$ cat src/rtl/lsu_pkg.sv
// Shared types for the load/store unit: access sizes, FSM states and the
// alignment/legality check used at request accept.
package lsu_pkg;

  localparam logic [1:0] SIZE_B = 2'b00;
  localparam logic [1:0] SIZE_H = 2'b01;
  localparam logic [1:0] SIZE_W = 2'b10;

  typedef enum logic [2:0] {
    IDLE  = 3'd0,
    READ  = 3'd1,
    CAPT  = 3'd2,
    WRITE = 3'd3,
    RESP  = 3'd4
  } lsu_state_t;

  // Illegal size, or a half/word access that is not naturally aligned.
  function automatic logic is_bad_access(input logic [1:0] size, input logic [1:0] addr_lo);
    return (size == 2'b11) ||
           ((size == SIZE_H) && addr_lo[0]) ||
           ((size == SIZE_W) && (addr_lo != 2'b00));
  endfunction

endpackage

$ cat src/rtl/lsu_lane.sv
// Byte/half lane handling: extracts and extends load data from a memory word,
// and merges sub-word store data into a memory word.
module lsu_lane
  import lsu_pkg::*;
(
  input  logic [31:0] word,
  input  logic [1:0]  addr_lo,
  input  logic [1:0]  size,
  input  logic        is_unsigned,
  input  logic [15:0] wdata,
  output logic [31:0] load_data,
  output logic [31:0] merged
);

  logic [7:0]  lane_b;
  logic [15:0] lane_h;

  always_comb begin
    lane_b = word[7:0];
    case (addr_lo)
      2'd1:    lane_b = word[15:8];
      2'd2:    lane_b = word[23:16];
      2'd3:    lane_b = word[31:24];
      default: lane_b = word[7:0];
    endcase
    lane_h = addr_lo[1] ? word[31:16] : word[15:0];

    case (size)
      SIZE_B:  load_data = {{24{lane_b[7] & ~is_unsigned}}, lane_b};
      SIZE_H:  load_data = {{16{lane_h[15] & ~is_unsigned}}, lane_h};
      default: load_data = word;
    endcase
  end

  always_comb begin
    merged = word;
    if (size == SIZE_B) begin
      case (addr_lo)
        2'd0:    merged[7:0]   = wdata[7:0];
        2'd1:    merged[15:8]  = wdata[7:0];
        2'd2:    merged[23:16] = wdata[7:0];
        default: merged[31:24] = wdata[7:0];
      endcase
    end else if (size == SIZE_H) begin
      if (addr_lo[1]) merged[31:16] = wdata;
      else            merged[15:0]  = wdata;
    end
  end

endmodule

$ cat src/rtl/load_store_unit.sv
// Load/store sequencer in front of a word-only dmem: checks alignment, runs
// read, write or read-modify-write cycles, and returns extended load data.
module load_store_unit
  import lsu_pkg::*;
#(
  parameter int ADDR_W = 10,
  parameter int DATA_W = 32
) (
  input  logic              clk,
  input  logic              reset,
  // Request/response handshakes: a transfer happens on a rising edge where
  // valid and ready are both high; a raised valid holds its payload until then.
  input  logic              req_valid,
  output logic              req_ready,
  input  logic              req_store,
  input  logic [1:0]        req_size,
  input  logic              req_unsigned,
  input  logic [ADDR_W-1:0] req_addr,
  input  logic [DATA_W-1:0] req_wdata,
  output logic              resp_valid,
  input  logic              resp_ready,
  output logic [DATA_W-1:0] resp_rdata,
  output logic              resp_err,
  output logic              mem_e,
  output logic              mem_rw,
  output logic [ADDR_W-1:0] mem_addr,
  output logic [DATA_W-1:0] mem_wdata,
  input  logic [DATA_W-1:0] mem_rdata,
  output lsu_state_t        dbg_state
);

  lsu_state_t        state, state_next;
  logic [ADDR_W-1:0] addr_q;
  logic [1:0]        size_q;
  logic              store_q;
  logic              unsigned_q;
  logic [DATA_W-1:0] wdata_q;
  logic [DATA_W-1:0] merge_q;
  logic [DATA_W-1:0] lane_load;
  logic [DATA_W-1:0] lane_merged;
  logic              req_bad;

  assign req_bad   = is_bad_access(req_size, req_addr[1:0]);
  assign dbg_state = state;

  lsu_lane u_lane (
    .word        (mem_rdata),
    .addr_lo     (addr_q[1:0]),
    .size        (size_q),
    .is_unsigned (unsigned_q),
    .wdata       (wdata_q[15:0]),
    .load_data   (lane_load),
    .merged      (lane_merged)
  );

  always_ff @(posedge clk) begin
    if (reset) state <= IDLE;
    else       state <= state_next;
  end

  always_comb begin
    state_next = state;
    case (state)
      IDLE: begin
        if (req_valid) begin
          if (req_bad)                                state_next = RESP;
          else if (req_store && (req_size == SIZE_W)) state_next = WRITE;
          else                                        state_next = READ;
        end
      end
      READ:    state_next = CAPT;
      CAPT:    state_next = store_q ? WRITE : RESP;
      WRITE:   state_next = RESP;
      RESP:    if (resp_ready) state_next = IDLE;
      default: state_next = IDLE;
    endcase
  end

  always_ff @(posedge clk) begin
    if (reset) begin
      addr_q     <= '0;
      size_q     <= SIZE_B;
      store_q    <= 1'b0;
      unsigned_q <= 1'b0;
      wdata_q    <= '0;
      merge_q    <= '0;
      resp_rdata <= '0;
      resp_err   <= 1'b0;
    end else begin
      case (state)
        IDLE: begin
          if (req_valid) begin
            addr_q     <= req_addr;
            size_q     <= req_size;
            store_q    <= req_store;
            unsigned_q <= req_unsigned;
            wdata_q    <= req_wdata;
            resp_err   <= req_bad;
            resp_rdata <= '0;
          end
        end
        // Read data from dmem is only valid in this cycle.
        CAPT: begin
          if (store_q) merge_q    <= lane_merged;
          else         resp_rdata <= lane_load;
        end
        RESP: begin
          if (resp_ready) begin
            resp_err   <= 1'b0;
            resp_rdata <= '0;
          end
        end
        default: ;
      endcase
    end
  end

  always_comb begin
    req_ready  = (state == IDLE);
    resp_valid = (state == RESP);
    mem_e      = (state == READ) || (state == WRITE);
    mem_rw     = (state == WRITE);
    mem_addr   = '0;
    mem_wdata  = '0;
    if (mem_e) mem_addr = {addr_q[ADDR_W-1:2], 2'b00};
    if (state == WRITE) mem_wdata = (size_q == SIZE_W) ? wdata_q : merge_q;
  end

endmodule

$ cat config.mk
export PLATFORM = sky130hd
export DESIGN_NAME = load_store_unit
export DESIGN_NICKNAME = d
export VERILOG_FILES = /design/src/rtl/lsu_pkg.sv /design/src/rtl/lsu_lane.sv /design/src/rtl/load_store_unit.sv
export SDC_FILE = /design/constraint.sdc
export NUM_CORES = 1
export LEC_CHECK = 0
export BUFFER_PORTS_ARGS = -buffer_cell sky130_fd_sc_hd__buf_4
export CAP_MARGIN = 15
export CORE_ASPECT_RATIO = 0.9
export CORE_MARGIN = 1
export CORE_UTILIZATION = 45
export DETAILED_ROUTE_END_ITERATION = 10
export PLACE_DENSITY = 0.71
export SLEW_MARGIN = 20
export SYNTH_ARGS = -nofsm -noshare
export SYNTH_HDL_FRONTEND = slang
export SYNTH_SLANG_ARGS = --single-unit
$ cat constraint.sdc
create_clock -name clk -period 2.1 [get_ports clk]
set_input_delay 0.42 -clock clk [delete_from_list [all_inputs] [get_ports clk]]
set_output_delay 0.42 -clock clk [all_outputs]
set_load 0.03 [all_outputs]
==> impl_metrics.py, run 1 <==
metrics = {
    "global_routing": {
        "first_pass_grt_wire_length_um": 29400,
        "grt_antenna_before_repair": 0,
        "grt.overflow.total": 0,
        "grt_max_degree": 81,
        "first_global_vias": 5627,
        "groute.usage.overall_pct": 29.0,
    },
    "clock_tree": {
        "cts_buffers": 17,
        "clockBufferDepth": 2,
        "clk_transition_reported_paths_ps": 60,
        "clock_insertion_delay_worst_skew_ps": 410,
        "cts.sink_count": 114,
        "cts_tree": "built",
        "number_of_h_tree_levels": 4,
        "cts_root_buf": "sky130_fd_sc_hd__clkbuf_16",
    },
    "placed_design": {
        "gpl_wtd_cong": 0.923,
        "hpwl_um": 13200,
        "dp_cells": 1026,
        "port_buffers": 161,
        "place_area_mm2": 0.00721,
    },
    "power_and_ir_drop": {
        "peakVddDrop_mv": 0.542,
        "p_total_mw": 6.35,
        "power_per_cell_area_mw_per_mm2": 786,
        "power.static_leakage_nw": 3.25,
    },
    "logic_synthesis": {
        "post_synth_edffs": 0,
        "yosys_warning_count": 0,
        "synth_area_leaders": "sky130_fd_sc_hd__dfxtp_1 40%, sky130_fd_sc_hd__nand2_1 12%, sky130_fd_sc_hd__a21oi_1 8.3%",
        "ys_async_sr_fraction_pct": 0,
        "post_synth_num_cell_types": 52,
        "synth.ff_latch_count": 114,
        "synth_top_cells_by_count": "188 x sky130_fd_sc_hd__nand2_1, 114 x sky130_fd_sc_hd__dfxtp_1, 95 x sky130_fd_sc_hd__a21oi_1, 37 x sky130_fd_sc_hd__nor2_1, 34 x sky130_fd_sc_hd__nand3_1",
        "commonest_register_cell_after_synthesis": "sky130_fd_sc_hd__dfxtp_1",
        "synthesis.area_per_instance_um2": 7.72,
        "synth_top_area_share_pct": 39.8,
        "synth_area_mm2": 0.00574,
        "yosysSeqAreaShare_pct": 39.8,
        "yosysTopAreaCell": "sky130_fd_sc_hd__dfxtp_1",
        "post-synth-top-count-cell": "sky130_fd_sc_hd__nand2_1",
        "synthCells": 743,
    },
    "die": {
        "core_region_area_mm2": 0.0122,
        "die_width_um": 121,
        "rows": 38,
        "dieHeight_um": 109,
        "io_pins": 164,
        "initial_cell_density_of_the_core_pct": 47.0,
        "floorplan.die_area_mm2": 0.0132,
    },
    "finish": {
        "antenna_cells": 0,
        "final_core_utilization_pct": 66.1,
        "layout_cells_sized_above_1_pct": 33.0,
        "num-nets-final": 973,
        "instances_no_fill": 1064,
        "flow.area_growth_from_synthesis_pct": 40.7,
        "final_design_area_no_fill_mm2": 0.00807,
    },
    "route": {
        "drtAntennaViolNets": 0,
        "wl_um": 19200,
        "count_of_routing_violations_after_the_opening_detailed_route_iteration": 526,
        "vias": 6198,
        "drt_pass1_iterations": 5,
        "post_drt_via_cell_ratio": 5.83,
        "remaining_drc_errors": 0,
        "drt-wirelength-per-cell_um": 18.1,
    },
    "worst_setup_path": {
        "worst-endpoint-required_ps": 1680,
        "criticalPathCategory": "flip-flop to primary output",
        "critPathArrivalTime_ps": 1730,
        "end_kind": "primary output",
        "critical_path_peak_fanout": 8,
        "worstSetupStartpointType": "flip-flop",
    },
    "sta": {
        "final.min_clock_period_ps": 2150,
        "skew_ps": 5.02,
        "finalHoldViolCount": 0,
        "worst_pin_slew_ps": 844,
        "fmax_mhz": 465,
        "period_share_pct": 102,
        "setup_viol": 14,
        "grt_setup_unrepaired": "yes",
        "slew_viol_final": 0,
        "slew_headroom_pct": 43.7,
        "setup_ws_ps": -51.1,
    },
    "run": {
        "maxCapViolCount": 0,
    },
    "worst_hold_path": {
        "hold_path.class": "primary input to flip-flop",
    },
    "status": {
        "violations": "setup timing",
        "outcome": "complete, but fails checks",
    },
}
per-layer routing:
layer	track usage (%)	up-vias	share of wire (%)
li1	-	2930	-
met1	39.7	2903	44
met2	43.2	319	44
met3	6.75	46	8.9
met4	13.0	0	3.3
met5	0	-	0
cells by family after synthesis:
kind of cell / after synthesis / synth area share, %
and+or+nand+nor: 324 / 25.5
AOI/OAI and AO/OA: 228 / 28.0
DFF: 114 / 39.8
buffers and inverters: 73 / 6.00
muxes: 3 / 0.632
other: 1 / 0.0654
critical path: stages, from the launching register on:
cell                        delay [ps]
sky130_fd_sc_hd__dfxtp_4           380
sky130_fd_sc_hd__inv_4              40
sky130_fd_sc_hd__nor2_4            260
sky130_fd_sc_hd__clkbuf_16         240
sky130_fd_sc_hd__nand2_1            70
sky130_fd_sc_hd__a21oi_2           160
sky130_fd_sc_hd__buf_6             150
report_power, final:
group | switching [mW] | internal [mW]
registers | 0.0982 | 2.26
clock network | 1.05 | 1.90
logic | 0.622 | 0.417
total | 1.77 | 4.58
cell type report:
cell class                 instances  area (um^2)
fill                            1002         4150
multi-input combinational        557         3290
sequential                       114         2290
timing repair buffer             198         1670
clock buffer                      20          447
tap                              160          200
clock inverter                    12          158
inverter                           3         13.8
worst paths after layout:
path	from	endpoint	slack [ps]	cells after the start
min reg2reg	addr_q[4]$_SDFFE_PP0P_	addr_q[4]$_SDFFE_PP0P_	450	2
max	size_q[1]$_SDFFE_PP0P_	mem_wdata[5]	-50	6
max reg2reg	size_q[1]$_SDFFE_PP0P_	merge_q[12]$_SDFFE_PP0P_	210	6
min	req_wdata[29]	wdata_q[29]$_SDFFE_PP0P_	260	3
registers in the layout, summed over array words and instances, names as in the netlist:
| signal | flops |
|---|---|
| size_q | 2 |
| resp_rdata | 32 |
| resp_err | 1 |
| merge_q | 32 |
| wdata_q | 32 |
| dbg_state | 3 |
| addr_q | 10 |
| unsigned_q | 1 |
| store_q | 1 |
placed cells by master (no fill, tap or decap), types with 16 or more instances in the layout:
cell type                   count
sky130_fd_sc_hd__buf_6         22
sky130_fd_sc_hd__a21o_1        16
sky130_fd_sc_hd__a21oi_1       65
sky130_fd_sc_hd__buf_4        168
sky130_fd_sc_hd__nand3_1       34
sky130_fd_sc_hd__nor2_1        36
sky130_fd_sc_hd__a311oi_1      32
sky130_fd_sc_hd__nand2b_1      21
sky130_fd_sc_hd__clkbuf_16     19
sky130_fd_sc_hd__nand2_1      179
sky130_fd_sc_hd__dfxtp_1      111
sky130_fd_sc_hd__a21oi_2       30
sky130_fd_sc_hd__a22oi_1       17
metrics by stage:
step                      setup TNS, ps  hold slack, ps  setup slack (ps)
after floorplan                   -17.2             432             -1.72
after global placement                0             439               105
after detailed placement              0             443              57.5
after CTS                             0             249              3.58
after global routing              -1220             240             -77.4
final                              -327             256             -51.1
timing repair:
item,4_1_cts,5_1_grt
hold buffers,0,0
setup buffers,0,3
pin swaps,0,14
hold endpoints to repair,0,0
resized for setup,8,40
endpoints found under the setup margin,33,35
gates cloned,0,3
No activity file was read; power rests on OpenSTA's default activity.
==> inputs of run 2 (changes only) <==
ABC_AREA = 1   (was not set)
CORE_ASPECT_RATIO = 1.5   (was 0.9)
GPL_ROUTABILITY_DRIVEN = 0   (was not set)
PLACE_DENSITY = 0.7   (was 0.71)
==> impl_metrics.py, run 2 <==
metrics = {
    "status": {
        "outcome": "finished, final reports clean",
    },
    "clock_tree": {
        "cts_hold_buf": 0,
        "number_of_h_tree_levels": 4,
        "clockBufferDepth": 2,
        "cts_root_buf": "sky130_fd_sc_hd__clkbuf_16",
        "cts_tree": "built",
        "cts_buffers": 17,
        "cts.sink_count": 114,
        "clock_insertion_delay_worst_skew_ps": 420,
        "clk_transition_reported_paths_ps": 50,
    },
    "logic_synthesis": {
        "ys_async_sr_fraction_pct": 0,
        "yosys_warning_count": 0,
        "synthCells": 854,
        "synth_top_family_by_area": "compound AO/OA/AOI/OAI gates",
        "post_synth_num_cell_types": 35,
        "post_synth_edffs": 0,
        "synth_area_mm2": 0.00596,
        "synth_simple_gate_area_share_pct": 12.2,
        "synthesis.area_per_instance_um2": 6.98,
        "yosysSeqAreaShare_pct": 38.3,
        "muxShareOfSynthArea_pct": 0,
        "synth_compound_gate_area_share_pct": 38.1,
        "synth_top_cells_by_count": "182 x sky130_fd_sc_hd__a21oi_1, 167 x sky130_fd_sc_hd__o21ai_0, 114 x sky130_fd_sc_hd__dfxtp_1, 96 x sky130_fd_sc_hd__nand2_1, 75 x sky130_fd_sc_hd__inv_1",
        "synth.ff_latch_count": 114,
        "yosysTopAreaCell": "sky130_fd_sc_hd__dfxtp_1",
        "commonest_register_cell_after_synthesis": "sky130_fd_sc_hd__dfxtp_1",
        "synth_area_leaders": "sky130_fd_sc_hd__dfxtp_1 38%, sky130_fd_sc_hd__a21oi_1 15%, sky130_fd_sc_hd__o21ai_0 14%",
        "post-synth-top-count-cell": "sky130_fd_sc_hd__a21oi_1",
        "synth_top_area_share_pct": 38.3,
        "synth_adder_area_share_pct": 0,
        "synthXorXnorAreaFrac_pct": 0,
    },
    "sta": {
        "worst_pin_slew_ps": 781,
        "hold_ws_ps": 262,
        "setup_viol": 0,
        "grt_setup_unrepaired": "yes",
        "skew_ps": 4.84,
        "slew_headroom_pct": 47.8,
        "finalHoldViolCount": 0,
        "fmax_mhz": 480,
        "setup_ws_ps": 16.9,
        "slew_viol_final": 0,
        "period_share_pct": 99.2,
        "final.min_clock_period_ps": 2080,
    },
    "worst_setup_path": {
        "dominant_delay_contributor_by_cell_family_on_the_critical_path": "buffers and inverters",
        "critical_path_peak_fanout": 8,
        "end_kind": "primary output",
        "cp_slowest_cell": "sky130_fd_sc_hd__dfxtp_2",
        "cp_slowest_stage_delay_ps": 350,
        "path_buf_inv": 4,
        "timing.critical_path.cells": "clkinv_4 -> nor2_4 -> buf_12 -> clkbuf_16 -> o21ai_2 -> a21oi_2 -> buf_6",
        "critPathArrivalTime_ps": 1660,
        "worst-endpoint-required_ps": 1680,
        "worstSetupStartpointType": "flip-flop",
        "criticalPathCategory": "flip-flop to primary output",
    },
    "placed_design": {
        "place_area_mm2": 0.00732,
        "hpwl_um": 13900,
        "placement.setup.worst_slack_ps": 253,
        "port_buffers": 161,
    },
    "die": {
        "dieHeight_um": 143,
        "rows": 51,
        "initial_cell_density_of_the_core_pct": 46.0,
        "die_width_um": 96.0,
        "floorplan.die_area_mm2": 0.0137,
        "io_pins": 164,
        "core_region_area_mm2": 0.0130,
    },
    "global_routing": {
        "groute.usage.overall_pct": 29.6,
        "first_global_vias": 5910,
        "grt.overflow.total": 0,
        "first_pass_grt_wire_length_um": 30700,
        "grt_max_degree": 79,
        "grt_antenna_before_repair": 0,
    },
    "finish": {
        "largest_registers": "merge_q: 32 flops, resp_rdata: 32 flops, wdata_q: 32 flops",
        "num-nets-final": 1093,
        "antenna_cells": 0,
        "final_common_cell": "sky130_fd_sc_hd__buf_4",
        "layout_cells_sized_above_1_pct": 30.5,
        "flow.area_growth_from_synthesis_pct": 42.8,
        "mostFrequentLayoutCells": "161 x sky130_fd_sc_hd__buf_4, 151 x sky130_fd_sc_hd__a21oi_1, 136 x sky130_fd_sc_hd__o21ai_0",
        "final_design_area_no_fill_mm2": 0.00851,
        "final_core_utilization_pct": 65.7,
    },
    "route": {
        "drt_pass1_iterations": 10,
        "drtAntennaViolNets": 0,
        "vias": 6841,
        "post_drt_via_cell_ratio": 5.78,
        "remaining_drc_errors": 0,
        "count_of_routing_violations_after_the_opening_detailed_route_iteration": 474,
        "wl_um": 21100,
        "drt-wirelength-per-cell_um": 17.8,
    },
    "worst_hold_path": {
        "hold_path.class": "primary input to flip-flop",
    },
    "power_and_ir_drop": {
        "peakVddDrop_mv": 0.592,
        "power.static_leakage_nw": 3.53,
        "power_per_cell_area_mw_per_mm2": 851,
    },
    "run": {
        "maxCapViolCount": 0,
    },
}
## run 2: changes by cell type in the layout (fill, tap and decap cells not counted), sizes merged, moves of 22 or more
cell / before / now
a311oi: 32 / 0
o21ai: 10 / 196
nand2: 189 / 102
a21oi: 95 / 183
inv: 4 / 81
a31oi: 2 / 37
nor2: 39 / 17
## run 2: timing repair
action,4_1_cts,5_1_grt
setup buffers,5,11
setup endpoints to repair,32,31
cloned,2,7
pin swaps,3,2
resized for setup,25,67
## run 2: worst paths after layout
kind,from,to,slack (ps),cells after the start
setup reg to reg,dbg_state[0]$_SDFFE_PP0P_,merge_q[13]$_SDFFE_PP0P_,220,7
hold reg to reg,addr_q[6]$_SDFFE_PP0P_,addr_q[6]$_SDFFE_PP0P_,450,2
hold / removal,req_wdata[18],wdata_q[18]$_SDFFE_PP0P_,260,3
setup / recovery,size_q[1]$_SDFFE_PP0P_,mem_wdata[0],20,7
## run 2: stage by stage
step | TNS [ps] | power (mW) | instances
final | 0 | 7.24 | 1183
after CTS | -3.83 | 7.09 | 1165
after floorplan | 0 | 3.56 | 855
after detailed placement | 0 | 4.02 | 1126
after global routing | -243 | 7.55 | 1183
after global placement | 0 | 4.01 | 1126
## run 2: cells by family (layout without fill, tap and decap cells)
family                 Yosys count  count (layout)
other                            1               2
and+or+nand+nor                153             153
buffers and inverters          153             322
DFF                            114             114
AOI/OAI and AO/OA              433             433
## run 2: area by class of cell
type	instances	area (um^2)
Fill cell	1145	4440
Inverter	82	313
Multi-Input combinational cell	588	3160
Sequential cell	114	2300
Clock buffer	23	498
Tap cell	159	199
Timing Repair Buffer	208	1920
Clock inverter	9	126
## run 2: where the power goes
part	internal (mW)	switching [mW]
Sequential	2.32	0.138
Clock	2.01	1.02
Combinational	0.633	1.12
## run 2: worst reg2reg max path, delay by kind of cell, from the launching register on
| kind | cells | cell delay, ps |
|---|---|---|
| AOI/OAI and AO/OA | 2 | 330 |
| buffers and inverters | 3 | 570 |
| DFF | 1 | 350 |
| and+or+nand+nor | 2 | 550 |
## run 2: per-layer routing
metal,wire (um),GRT usage (%),vias up
met5,0,0,-
met4,1210,16.6,0
met3,1610,5.80,90
met2,10100,48.0,376
met1,8120,36.2,3096
li1,-,-,3279
